### src/rtl/huff_fix_pkg.sv
// Shared types, constants and helpers for the fixed-Huffman (BTYPE=01) deflate token encoder.
// HUFF_FIX_ZLIB_HDR_EN adds the ZHDR state that emits the zlib CMF/FLG field before the block header.
package huff_fix_pkg;

  typedef enum logic [2:0] {
    ST_IDLE = 3'd0,
    ST_HDR  = 3'd1,
    ST_TOK  = 3'd2,
    ST_DST  = 3'd3,
    ST_EOB  = 3'd4
`ifdef HUFF_FIX_ZLIB_HDR_EN
    , ST_ZHDR = 3'd5
`endif
  } state_t;

  // One code symbol plus its already bit-reversed extra bits.
  typedef struct packed {
    logic [8:0]  code;
    logic [3:0]  nbits;
    logic [15:0] extra;
    logic [3:0]  ebits;
  } sym_field_t;

  localparam logic [8:0]  SYM_EOB    = 9'd256;
  localparam logic [8:0]  SYM_LEN0   = 9'd257;
  localparam logic [8:0]  SYM_LENMAX = 9'd285;
  localparam logic [8:0]  LIT_LO_MAX = 9'd143;
  localparam logic [8:0]  LIT_HI_MAX = 9'd255;
  localparam logic [8:0]  LEN_LO_MAX = 9'd279;
  localparam logic [1:0]  HDR_BTYPE  = 2'b10;
  localparam logic [4:0]  HDR_NUMB   = 5'd2;
  localparam logic [4:0]  EOB_NUMB   = 5'd6;
  localparam logic [31:0] ZLIB_DAT   = 32'h0000_1E80;
  localparam logic [4:0]  ZLIB_NUMB  = 5'd15;

  function automatic logic [3:0] flog2_16(input logic [15:0] v);
    logic [3:0] r;
    r = 4'd0;
    for (int i = 0; i < 16; i++) begin
      if (v[i]) r = 4'(i);
    end
    return r;
  endfunction

  // Reverse the low n bits of x; the stream sends extra bits LSB-first.
  function automatic logic [15:0] bitrev16(input logic [15:0] x, input logic [3:0] n);
    logic [15:0] m;
    logic [15:0] r;
    m = x & ((16'd1 << n) - 16'd1);
    for (int i = 0; i < 16; i++) begin
      r[i] = m[15-i];
    end
    return r >> (5'd16 - {1'b0, n});
  endfunction

  function automatic sym_field_t lit_len_code(input logic [8:0] sym);
    sym_field_t f;
    f.extra = 16'd0;
    f.ebits = 4'd0;
    if (sym <= LIT_LO_MAX) begin
      f.code  = 9'h030 + sym;
      f.nbits = 4'd8;
    end else if (sym <= LIT_HI_MAX) begin
      f.code  = 9'h190 + (sym - 9'd144);
      f.nbits = 4'd9;
    end else if (sym <= LEN_LO_MAX) begin
      f.code  = sym - SYM_EOB;
      f.nbits = 4'd7;
    end else begin
      f.code  = 9'h0C0 + (sym - 9'd280);
      f.nbits = 4'd8;
    end
    return f;
  endfunction

  function automatic logic [31:0] pack_field(input sym_field_t f);
    return ({23'd0, f.code} << f.ebits) | {16'd0, f.extra};
  endfunction

  function automatic logic [4:0] field_numb(input sym_field_t f);
    return {1'b0, f.nbits} + {1'b0, f.ebits} - 5'd1;
  endfunction

endpackage

### src/rtl/huff_len_dist_map.sv
// Combinational match length / distance to fixed-Huffman symbol, code and reversed extra-bits mapper.
module huff_len_dist_map
  import huff_fix_pkg::*;
#(
  parameter int LEN_WD  = 9,
  parameter int DIST_WD = 16
) (
  input  logic [LEN_WD-1:0]  i_len,
  input  logic [DIST_WD-1:0] i_dist,
  output sym_field_t         o_len_fld,
  output sym_field_t         o_dist_fld
);

  logic [LEN_WD-1:0]  w_l;
  logic [15:0]        w_l16;
  logic [3:0]         w_llg;
  logic [3:0]         w_le;
  logic [8:0]         w_lsym;
  logic [15:0]        w_lx;
  logic [DIST_WD-1:0] w_d;
  logic [15:0]        w_d16;
  logic [3:0]         w_dlg;
  logic [3:0]         w_de;
  logic [4:0]         w_dcode;
  logic [15:0]        w_dx;

  assign w_l   = i_len - LEN_WD'(3);
  assign w_l16 = 16'(w_l);
  assign w_llg = flog2_16(w_l16);
  assign w_d   = i_dist - DIST_WD'(1);
  assign w_d16 = 16'(w_d);
  assign w_dlg = flog2_16(w_d16);

  // Length: L=len-3; 258 gets its own symbol, out-of-range values just wrap.
  always_comb begin
    w_lsym = SYM_LEN0;
    w_le   = 4'd0;
    if (w_l16 < 16'd8) begin
      w_lsym = SYM_LEN0 + w_l16[8:0];
      w_le   = 4'd0;
    end else if (w_l16 == 16'd255) begin
      w_lsym = SYM_LENMAX;
      w_le   = 4'd0;
    end else begin
      w_le   = w_llg - 4'd2;
      w_lsym = SYM_LEN0 + ((9'(w_le) + 9'd1) << 2) + 9'((w_l16 >> w_le) & 16'd3);
    end
    w_lx      = w_l16 & ((16'd1 << w_le) - 16'd1);
    o_len_fld = lit_len_code(w_lsym);
    o_len_fld.extra = bitrev16(w_lx, w_le);
    o_len_fld.ebits = w_le;
  end

  // Distance: D=dist-1 with a 5-bit fixed code.
  always_comb begin
    w_dcode = 5'd0;
    w_de    = 4'd0;
    if (w_d16 < 16'd4) begin
      w_dcode = w_d16[4:0];
      w_de    = 4'd0;
    end else begin
      w_de    = w_dlg - 4'd1;
      w_dcode = ((5'(w_de) + 5'd1) << 1) + 5'((w_d16 >> w_de) & 16'd1);
    end
    w_dx             = w_d16 & ((16'd1 << w_de) - 16'd1);
    o_dist_fld.code  = {4'd0, w_dcode};
    o_dist_fld.nbits = 4'd5;
    o_dist_fld.extra = bitrev16(w_dx, w_de);
    o_dist_fld.ebits = w_de;
  end

endmodule

### src/rtl/huff_fix_enc.sv
// Fixed-Huffman deflate token encoder: LZ77 tokens in, right-aligned MSB-first bit fields out.
// HUFF_FIX_ZLIB_HDR_EN inserts a zlib CMF/FLG field ahead of the block header.
module huff_fix_enc
  import huff_fix_pkg::*;
#(
  parameter int DATA_WD = 32,
  parameter int NUMB_WD = 5,
  parameter int LEN_WD  = 9,
  parameter int DIST_WD = 16
) (
  input  logic               clk,
  input  logic               rst,
  input  logic               start_i,
  input  logic               bfinal_i,
  input  logic               val_i,
  output logic               rdy_o,
  input  logic               typ_i,
  input  logic [7:0]         lit_i,
  input  logic [LEN_WD-1:0]  len_i,
  input  logic [DIST_WD-1:0] dist_i,
  input  logic               last_i,
  output logic               val_o,
  output logic [DATA_WD-1:0] dat_o,
  output logic [NUMB_WD-1:0] numb_o,
  output logic               done_o
);

  state_t             r_state;
  state_t             w_next;
  logic               r_bfinal;
  logic               r_last;
  logic [DIST_WD-1:0] r_dist;
  logic               r_val;
  logic [DATA_WD-1:0] r_dat;
  logic [NUMB_WD-1:0] r_numb;
  logic               r_done;
  logic               r_rdy;
  logic               w_val;
  logic [DATA_WD-1:0] w_dat;
  logic [NUMB_WD-1:0] w_numb;
  logic               w_done;
  logic               w_acc;
  sym_field_t         w_len_fld;
  sym_field_t         w_dist_fld;
  sym_field_t         w_lit_fld;

  assign w_acc     = val_i & r_rdy;
  assign w_lit_fld = lit_len_code({1'b0, lit_i});

  // Length comes straight from the accepted token; distance from the copy held for DST.
  huff_len_dist_map #(
    .LEN_WD  (LEN_WD),
    .DIST_WD (DIST_WD)
  ) u_map (
    .i_len      (len_i),
    .i_dist     (r_dist),
    .o_len_fld  (w_len_fld),
    .o_dist_fld (w_dist_fld)
  );

  always_comb begin
    w_next = r_state;
    w_val  = 1'b0;
    w_dat  = '0;
    w_numb = '0;
    w_done = 1'b0;
    case (r_state)
      ST_IDLE: begin
        if (start_i) begin
`ifdef HUFF_FIX_ZLIB_HDR_EN
          w_next = ST_ZHDR;
`else
          w_next = ST_HDR;
`endif
        end else begin
          w_next = ST_IDLE;
        end
      end
`ifdef HUFF_FIX_ZLIB_HDR_EN
      ST_ZHDR: begin
        w_val  = 1'b1;
        w_dat  = DATA_WD'(ZLIB_DAT);
        w_numb = NUMB_WD'(ZLIB_NUMB);
        w_next = ST_HDR;
      end
`endif
      ST_HDR: begin
        w_val  = 1'b1;
        w_dat  = DATA_WD'({r_bfinal, HDR_BTYPE});
        w_numb = NUMB_WD'(HDR_NUMB);
        w_next = ST_TOK;
      end
      ST_TOK: begin
        if (w_acc && typ_i) begin
          w_val  = 1'b1;
          w_dat  = DATA_WD'(pack_field(w_len_fld));
          w_numb = NUMB_WD'(field_numb(w_len_fld));
          w_next = ST_DST;
        end else if (w_acc) begin
          w_val  = 1'b1;
          w_dat  = DATA_WD'(pack_field(w_lit_fld));
          w_numb = NUMB_WD'(field_numb(w_lit_fld));
          w_next = last_i ? ST_EOB : ST_TOK;
        end else begin
          w_next = ST_TOK;
        end
      end
      ST_DST: begin
        w_val  = 1'b1;
        w_dat  = DATA_WD'(pack_field(w_dist_fld));
        w_numb = NUMB_WD'(field_numb(w_dist_fld));
        w_next = r_last ? ST_EOB : ST_TOK;
      end
      ST_EOB: begin
        w_val  = 1'b1;
        w_dat  = '0;
        w_numb = NUMB_WD'(EOB_NUMB);
        w_done = 1'b1;
        w_next = ST_IDLE;
      end
      default: begin
        w_next = ST_IDLE;
      end
    endcase
  end

  // State, token side-data and registered outputs.
  always_ff @(posedge clk or posedge rst) begin
    if (rst) begin
      r_state  <= ST_IDLE;
      r_bfinal <= 1'b0;
      r_last   <= 1'b0;
      r_dist   <= '0;
      r_val    <= 1'b0;
      r_dat    <= '0;
      r_numb   <= '0;
      r_done   <= 1'b0;
      r_rdy    <= 1'b0;
    end else begin
      r_state <= w_next;
      if (r_state == ST_IDLE && start_i) begin
        r_bfinal <= bfinal_i;
      end
      if (r_state == ST_TOK && w_acc && typ_i) begin
        r_last <= last_i;
        r_dist <= dist_i;
      end
      r_val  <= w_val;
      r_dat  <= w_dat;
      r_numb <= w_numb;
      r_done <= w_done;
      r_rdy  <= (w_next == ST_TOK);
    end
  end

  assign rdy_o  = r_rdy;
  assign val_o  = r_val;
  assign dat_o  = r_dat;
  assign numb_o = r_numb;
  assign done_o = r_done;

endmodule

### config.mk
export PLATFORM = sky130hd
export DESIGN_NAME = huff_fix_enc
export DESIGN_NICKNAME = d
export VERILOG_FILES = /design/src/rtl/huff_fix_pkg.sv /design/src/rtl/huff_len_dist_map.sv /design/src/rtl/huff_fix_enc.sv
export SDC_FILE = /design/constraint.sdc
export NUM_CORES = 1
export LEC_CHECK = 0
export ABC_AREA = 1
export CAP_MARGIN = 20
export CORE_ASPECT_RATIO = 1.75
export CORE_MARGIN = 10
export CORE_UTILIZATION = 28
export DETAILED_ROUTE_END_ITERATION = 16
export DONT_BUFFER_PORTS = 1
export PLACE_DENSITY = 0.47
export SLEW_MARGIN = 20
export SYNTH_ARGS = -nofsm -noshare
export SYNTH_HDL_FRONTEND = slang
export SYNTH_HIERARCHICAL = 1
export SYNTH_SLANG_ARGS = --single-unit
### constraint.sdc
create_clock -name clk -period 4.95 [get_ports clk]
set_clock_uncertainty 0.15 [all_clocks]
set_input_delay 0.99 -clock clk [delete_from_list [all_inputs] [get_ports clk]]
set_output_delay 0.99 -clock clk [all_outputs]
set_load 0.02 [all_outputs]
==> results of run 1 <==
[worst max-delay path: cells and delay by family]
kind                     cells  cell delay, ns
adder cells (fa/ha/maj)      6            1.38
AND/OR/NAND/NOR             12            1.20
buffers and inverters       10            0.68
AO/OA/AOI/OAI                6            0.71
XOR/XNOR                     2            0.30
[stage by stage]
stage | instances | util [%] | instance area, um2 | setup TNS [ns] | setup WS, ns
6_report | 1963 | 38.6 | 11100 | -1.36 | -0.255
5_1_grt | 1963 | 38.6 | 11100 | -7.72 | -0.530
3_3_place_gp | 1931 | 34.7 | 10000 | -14.72 | -0.867
3_5_place_dp | 1931 | 34.7 | 10000 | -16.92 | -0.973
2_1_floorplan | 1409 | - | 8400 | -5.22 | -0.763
4_1_cts | 1955 | 37.0 | 10700 | -3.62 | -0.297
[state kept, by name (all words and copies together) (netlist names)]
| name | count |
|---|---|
| dat_o | 24 |
| r_dist | 16 |
| numb_o | 5 |
| r_state | 3 |
| done_o | 1 |
| r_bfinal | 1 |
| r_last | 1 |
| rdy_o | 1 |
| val_o | 1 |
[cell type report]
cell class / instances / share of cell area (%)
clock buffer: 5 / 1.12
sequential: 53 / 11.9
multi-input combinational: 1107 / 60.3
clock inverter: 3 / 0.258
tap: 378 / 4.25
inverter: 196 / 6.71
timing repair buffer: 221 / 15.4
[cell families (layout without fill, tap and decap cells)]
logic type / Yosys count / in the layout / share of synthesized area, %
and+or+nand+nor: 863 / 863 / 48.0
buffers and inverters: 249 / 425 / 13.2
AOI/OAI and AO/OA: 156 / 156 / 11.4
DFF: 53 / 53 / 16.1
adders and majority gates: 48 / 48 / 7.49
xor gates and xnor gates: 23 / 23 / 3.46
other: 3 / 16 / 0.137
muxes: 1 / 1 / 0.137
[cell usage in the layout, fill, tap and decap left out, types with 4 or more instances in the layout]
cell type,instances
a21oi_1,24
a21oi_2,7
a31oi_1,5
buf_4,209
buf_6,11
clkbuf_16,5
conb_1,16
dfrtp_1,51
ha_1,25
ha_2,5
ha_4,16
inv_1,144
inv_2,46
inv_4,4
nand2_1,387
nand2_2,59
nand2_4,18
nand3_1,155
nand3_2,26
nand3_4,8
nand4_1,39
nor2_1,114
nor2_2,19
nor2_4,17
o211ai_1,14
o21ai_0,29
o21ai_1,32
o21ai_2,17
o21bai_1,5
xor2_1,8
xor2_2,5
[how the worst max path moves through the flow]
stage,startpoint,endpoint,cells past startpoint,slack (ns)
floorplan,len_i[1],numb_o[3],35,-0.76
global placement,len_i[1],numb_o[3],36,-0.87
detailed placement,len_i[1],numb_o[3],36,-0.97
CTS,len_i[1],numb_o[3],35,-0.30
global route,len_i[1],numb_o[3],36,-0.53
finish,len_i[1],numb_o[3],36,-0.26
[per-layer routing]
layer	vias up	global-route usage (%)	part of all wire (%)
met2	208	34.8	57
met5	-	0	0
met3	76	1.34	3.1
met4	0	9.27	6.0
met1	4372	15.4	33
li1	4833	-	-
[timing repair]
| action | 4_1_cts | 5_1_grt |
|---|---|---|
| setup buffers | 17 | 8 |
| endpoints found under the setup margin | 28 | 29 |
| gates resized for setup | 98 | 107 |
| pin swaps | 39 | 54 |
==> impl_results.md, run 1 <==
- Hold crit path type: reg2reg
- Fillcell total: 3195
- Fin crit period: around 5.2 ns
- HP Start: r_last
- Top cell type by total area after synthesis: nand2_1
- Synth Register Bits: 53
- DR vias: 9489
- Setup crit start kind: input port
- Final setup vio count: 16
- Via/cell ratio: between 4 and 5
- Crit Path Class: in2reg
- Post-DP HPWL: around 27 mm
- Worst Slack Setup Final: -0.255 ns
- Worst-Skew Late Latency: 0.32 ns
- Placer congestion estimate: about 0.97
- DRC viols: 0
- Largest net degree at the start of global routing: 30
- Unique masters post-synth: 62
- Commonest cells post-synth: nand2_1 (446), nand3_1 (182), inv_1 (166)
- Top cell type's share of synthesized area: roughly a fifth
- Multi-input gate area: around 6700 um2
- Fin Hold WS: around 0.35 ns
- Worst path max stage delay: about 0.33 ns
- RSZ-0062 raised after global routing: true
- Hold Path End: r_last
- Synthesis-to-layout area growth: 35.5%
- Clock Sinks: 53
- Initial Utilization: 28.5%
- Count leader, synth: nand2_1
- Vias in the first global route: ~9400
- Reg-to-Reg End: dat_o[1]
- Critical path arrival: 5.28 ns
- Slew Limit Fails: 0
- Slew @ Worst Pin: ~0.54 ns
- Overall die height: approximately 250 um
- Reg clk slew, reported paths: 0.09 ns
- Root buf cell: clkbuf_16
- Mapped Area: roughly 8000 um2
- CTS hold repair buffers: 0
- Mapped Avg Cell Area: approximately 6 um2
- Core Region: 28800 um2
- CTS Buf Count: 5
- H-tree lvl count: 2
- Port-buffer cells: 0
- Final ANT Viol Nets: 0
- Max-Cap Viols: 0
- Final nets: approximately 1700
- Top cells by area, synth: nand2_1 (20%), dfrtp_1 (16%), nand3_1 (11%)
- Antenna violations before repair: 0
- Hold Vio Cnt, Final: 0
- CP required: ~5 ns
- Run status: finished, violations left
- Seq/Total Area, Yosys: around 16%
- F_max: 192 MHz
- Asr flop ratio synth: 100%
- Router iterations before antenna repair: 7
- Average routed wire per standard cell: approximately 16 um
- Mapped Cells: between 1000 and 1500
- Die width: approximately 150 um
- Drt first-iter violations: approximately 440
- Post-synth EDFFs: 0
- Synth Flop Type: dfrtp_1
- DIE AREA: 36900 um2
- Worst reg2reg path depth: 33
- Row cnt: 82
- CP max-delay cell: fa_2
- Inserted Diodes: 0
- Failing checks: negative setup slack
- Tot GR Track Use: between 15 and 20%
- R2r setup slk: approximately 0.24 ns
- Part of the cycle the worst path needs: 105%
- Critical Path Sink Type: flop
- Overall routed net length: 31.8 mm
- FF-to-FF Start: r_dist[1]
- Grt ovf: 0
- Register area: around 1300 um2
- Hold path cells: 2
- CTS tree: yes
- Worst path most repeated cell: ha_4
- CTS max path bufs: 2
- Crit path max fanout: 6
- Yosys Warn Count: 6
- I/O pin cnt: 80
- Slew headroom: a little under two thirds
- First-pass GRT wire length: ~49 mm
- Layout cells sized above 1: 31.9%
Power of run 1 is not shown: default switching activity piles up to over one toggle a cycle in this logic, so the estimate is an artifact.
==> run 2: changes to the inputs <==
- RECOVER_POWER: not set -> 25
- clock period: 4.95 -> 6.5 ns (I/O delays scaled with it)
==> run 2 against run 1 <==
Against the previous run: the flow finishes with violations (max-capacitance violations, max-slew violations); non-clock buffer count shrank 188; sequential share of layout area grew 3.1 points; critical path depth grew 1; cell area shrank 21%; clock-buffer cell count is the same; flip-flop and latch count is the same; first-iteration DRC count shrank 7.6%.
==> impl_results.md, run 2 (same netlist as run 1, synthesis figures left out) <==
- Antenna violations before repair: 0 (unchanged)
- Tot GR Track Use: 15.7% (-1.2 points)
- Drt first-iter violations: 404 (-7.6%)
- Worst reg2reg path depth: 39 (+18%)
- Slew @ Worst Pin: 1.93 ns (+1.39 ns)
- Vias in the first global route: 8723 (-7.0%)
- Failing checks: max-capacitance violations, max-slew violations
- Critical path origin: len_i[2]
- Max-Cap Viols: 1 (+1)
- H-tree lvl count: 2 (unchanged)
- Fin Hold WS: 0.351 ns (-0.00180 ns)
- Largest net degree at the start of global routing: 32 (+6.7%)
- Setup TNS: 0 ns (+1.36 ns)
- CTS tree: yes
- Fin crit period: 5.95 ns
- Commonest non-fill, non-tap cell in the layout: nand2_1
- DRC viols: 0 (unchanged)
- Worst path most repeated cell: inv_1
- Stages on the worst setup path: 37 (+2.8%)
- Overall routed net length: 29.2 mm (-8.3%)
- Via/cell ratio: 4.83 (-0.11%)
- FF-to-FF Start: r_dist[0]
- DR vias: 8566 (-9.7%)
- Crit path buf inv count: 11 (+1)
- CTS Buf Count: 5 (unchanged)
- Critical path arrival: 6.04 ns (+0.76 ns)
- Average routed wire per standard cell: 16.4 um (+1.5%)
- Hold path cells: 2 (unchanged)
- Run status: finished, violations left
- Max FFs per register: 24 (unchanged)
- Final nets: 1484 (-11%)
- Slew headroom: -28.6% (-92 points)
- Post-Place Setup Slack: 0.0500 ns (+1.02 ns)
- Crit Path Class: in2reg
- Core Region: 28800 um2 (unchanged)
- Placer congestion estimate: 0.960 (-1.1%)
- Crit path max fanout: 4 (-2)
- HP Start: r_last
- Worst-Skew Late Latency: 0.34 ns (+0.02 ns)
- Layout cells sized above 1: 10.5% (-21 points)
- Grt ovf: 0 (unchanged)
- Most frequent cells in the layout: nand2_1 (447), nand3_1 (182), inv_1 (165)
- Root buf cell: clkbuf_16
- Fillcell total: 3300 (+3.3%)
- Die width: 150 um (unchanged)
- Initial Utilization: 28.5% (unchanged)
- Row cnt: 82 (unchanged)
- Critical Path Sink Type: flop
- Hold crit path type: reg2reg
- Final ANT Viol Nets: 0 (unchanged)
- Clock Sinks: 53 (unchanged)
- Hold Vio Cnt, Final: 0 (unchanged)
- Inserted Diodes: 0 (unchanged)
- I/O pin cnt: 80 (unchanged)
- Reg clk slew, reported paths: 0.08 ns (about the same)
- Router iterations before antenna repair: 7 (unchanged)
- First-pass GRT wire length: 45.9 mm (-7.1%)
- RSZ-0062 raised after global routing: false
- Slew Limit Fails: 32 (+32)
- Critical path's top delay family: adder cells
- CTS max path bufs: 2 (unchanged)
- Part of the cycle the worst path needs: 91.6%
- Final setup vio count: 0 (-16)
- Synthesis-to-layout area growth: 7.02%
- Worst path max stage delay: 0.38 ns (+0.05 ns)
- Port-buffer cells: 0 (unchanged)
- Setup crit start kind: input port
- Worst Slack Setup Final: 0.548 ns (+0.803 ns)
- Overall die height: 247 um (unchanged)
- CP max-delay cell: fa_1
- DIE AREA: 36900 um2 (unchanged)
- CP required: 6.59 ns (+1.57 ns)
- F_max: between 150 and 200 MHz
- Post-DP HPWL: 24.7 mm (-7.9%)
run 2: per-layer routing:
| layer | routed length, um | GRT usage, % |
|---|---|---|
| met1 | 10200 | 14.4 |
| met3 | 899 | 1.89 |
| met5 | 0 | 0 |
| met4 | 1600 | 9.56 |
| met2 | 16500 | 31.4 |
run 2: worst paths after layout:
| path | to | slack [ns] |
|---|---|---|
| hold / removal | r_last | 0.35 |
| hold reg to reg | r_last | 0.35 |
| max in group asynchronous | dat_o[11] | 2.99 |
| setup reg to reg | dat_o[1] | 0.71 |
| min in group asynchronous | r_dist[15] | 0.88 |
| setup / recovery | numb_o[3] | 0.55 |
run 2: final cells by class:
class	instances	area [um2]	area share, %
clock buffers	5	125	1.42
clock inverters	2	16.3	0.185
well taps	378	473	5.38
repair buffers	33	244	2.77
inverters	196	736	8.37
multi-input cells	1107	5870	66.8
flip-flops and latches	53	1330	15.1
run 2: worst min-delay path: cells and delay by family, from the launching register on:
kind | cells | cell delay (ns)
flip-flops | 1 | 0.35
AO/OA/AOI/OAI | 1 | 0.06
AND/OR/NAND/NOR | 1 | 0.05
run 2: repair_timing:
item,in CTS,in global routing
endpoints found under the hold margin,0,0
setup endpoints to repair,0,2
hold buffers,0,0
buffers inserted,0,2
gates resized for setup,0,4
run 2: stage by stage:
stage,instance area [um2],cells,utilization (%)
after floorplan,8280,1409,-
after global placement,8630,1765,29.9
after detailed placement,8630,1765,29.9
after CTS,8770,1772,30.4
after global routing,8790,1774,30.5
final,8790,1774,30.5
Power of run 2 is left out for the same reason.
==> run 3: changes to the inputs <==
- MAX_ROUTING_LAYER: not set -> met4
==> run 3 against run 2 <==
Against the previous run: the flow still finishes with violations (max-capacitance violations, max-slew violations); core utilization is 0.087 points higher; fmax is 0.50% higher; via count up 0.33%; final cell count about the same; first-iteration DRC count is 9.2% higher.
==> impl_results.md, run 3 (same netlist as run 1, synthesis figures left out) <==
- Overall routed net length: 29.3 mm (+0.57%)
- First-pass GRT wire length: 46.0 mm (+0.15%)
- FF-to-FF Start: r_dist[0]
- Hold crit path type: reg2reg
- Placed cell areas: 8630 um2 (unchanged)
- Worst-Skew Late Latency: 0.32 ns (-0.02 ns)
- Critical Path Sink Type: flop
- Post-DP HPWL: 24.9 mm (+0.99%)
- Worst reg2reg path depth: 39 (unchanged)
- Failing checks: max-capacitance violations, max-slew violations
- Setup TNS: 0 ns (unchanged)
- Max FFs per register: 24 (unchanged)
- Clock Sinks: 53 (unchanged)
- Fillcell total: 3275 (-0.76%)
- Drt first-iter violations: 441 (+9.2%)
- Final ANT Viol Nets: 0 (unchanged)
- Most frequent cells in the layout: nand2_1 (446), nand3_1 (182), inv_1 (166)
- Run status: finished, violations left
- Root buf cell: clkbuf_16
- CTS tree: yes
- Layout cells sized above 1: 10.5% (-0.064 points)
- R2r setup slk: 0.81 ns (+0.10 ns)
- Overall die height: 247 um (unchanged)
- CTS max path bufs: 2 (unchanged)
- Largest net degree at the start of global routing: 47 (+47%)
- Inserted Diodes: 0 (unchanged)
- Fin util: 30.6% (+0.087 points)
- I/O pin cnt: 80 (unchanged)
- Setup crit start kind: input port
- Final nets: 1482 (-0.13%)
- Fin crit period: 5.92 ns (-0.0295 ns)
- Antenna violations before repair: 0 (unchanged)
- Post-route insts no fill: 1773 (-0.056%)
- CP max-delay cell: fa_1
- Worst path most repeated cell: inv_1
- HP Start: r_last
- DR vias: 8594 (+0.33%)
- Row cnt: 82 (unchanged)
- Slew headroom: -85.8% (-57 points)
- Hold path cells: 2 (unchanged)
- Reg clk slew, reported paths: 0.08 ns (about the same)
- Part of the cycle the worst path needs: 91.1% (-0.45 points)
- RSZ-0062 raised after global routing: false
- Router iterations before antenna repair: 5 (-2)
- Slew @ Worst Pin: 2.79 ns (+0.859 ns)
- Post-Place Cells: 1765 (unchanged)
- Average routed wire per standard cell: 16.5 um (+0.63%)
- Initial Utilization: 28.5% (unchanged)
- CTS hold repair buffers: 0 (unchanged)
- Final Cell Area: 8820 um2 (+0.28%)
- Max-Cap Viols: 1 (unchanged)
- Final setup vio count: 0 (unchanged)
- Placer congestion estimate: 0.949 (-1.2%)
- Slew Limit Fails: 47 (+47%)
- Vias in the first global route: 8568 (-1.8%)
- Core Region: 28800 um2 (unchanged)
- Port-buffer cells: 0 (unchanged)
- Reg-to-Reg End: dat_o[1]
- CP required: 6.58 ns (about the same)
- Worst path max stage delay: 0.39 ns (about the same)
- Crit Path Class: in2reg
- Crit path max fanout: 6 (+2)
- Hold Vio Cnt, Final: 0 (unchanged)
- H-tree lvl count: 2 (unchanged)
- Hold Path End: r_last
- DIE AREA: 36900 um2 (unchanged)
- Die width: 150 um (unchanged)
- Commonest non-fill, non-tap cell in the layout: nand2_1
- F_max: 169 MHz (+0.50%)
- DRC viols: 0 (unchanged)
- Synthesis-to-layout area growth: 7.32%
- Critical path arrival: 6.00 ns (-0.04 ns)
- Tot GR Track Use: 16.3% (+0.55 points)
- CTS Buf Count: 5 (unchanged)
- Grt ovf: 0 (unchanged)
- Via/cell ratio: 4.85 (+0.38%)
## run 3: metrics by stage
stage,setup slack (ns),hold WS (ns)
after floorplan,0.0317,0.303
final,0.577,0.347
after detailed placement,0.0478,0.328
after global routing,0.0136,0.385
after CTS,0.376,0.349
after global placement,0.146,0.326
## run 3: worst max path at each step
stage / from / to / slack, ns / depth (start not counted)
floorplan: len_i[0] / numb_o[3] / 0.03 / 35
global placement: len_i[0] / numb_o[3] / 0.15 / 34
detailed placement: len_i[0] / numb_o[3] / 0.05 / 34
CTS: len_i[0] / numb_o[3] / 0.38 / 34
global route: len_i[2] / numb_o[3] / 0.01 / 38
finish: len_i[2] / numb_o[3] / 0.58 / 37
## run 3: layout make-up
class	instances	area, um2	area share (%)
clock buffers	5	125	1.42
clock inverters	3	48.8	0.553
well taps	378	473	5.36
inverters	196	736	8.34
repair buffers	31	229	2.60
flip-flops and latches	53	1330	15.0
multi-input cells	1107	5880	66.7
## run 3: repair_timing
item	CTS	global route
buffers inserted	0	0
endpoints found under the hold margin	0	0
setup endpoints to repair	0	1
gates resized for setup	0	3
## run 3: worst max-delay path: cells and delay by family
kind / cells / cell delay (ns)
xor+xnor: 2 / 0.35
simple gates: 10 / 1.02
compound gates: 7 / 0.88
fa+ha+maj: 7 / 1.65
buf+inv: 11 / 0.81
## run 3: routing by layer
| metal | GRT usage [%] | vias to the layer above | part of all wire [%] |
|---|---|---|---|
| li1 | - | 4450 | - |
| met1 | 14.9 | 3889 | 35 |
| met2 | 31.5 | 188 | 56 |
| met3 | 1.28 | 67 | 3.0 |
| met4 | 9.73 | 0 | 6.1 |
| met5 | - | - | 0 |
Power of run 3 is left out for the same reason.
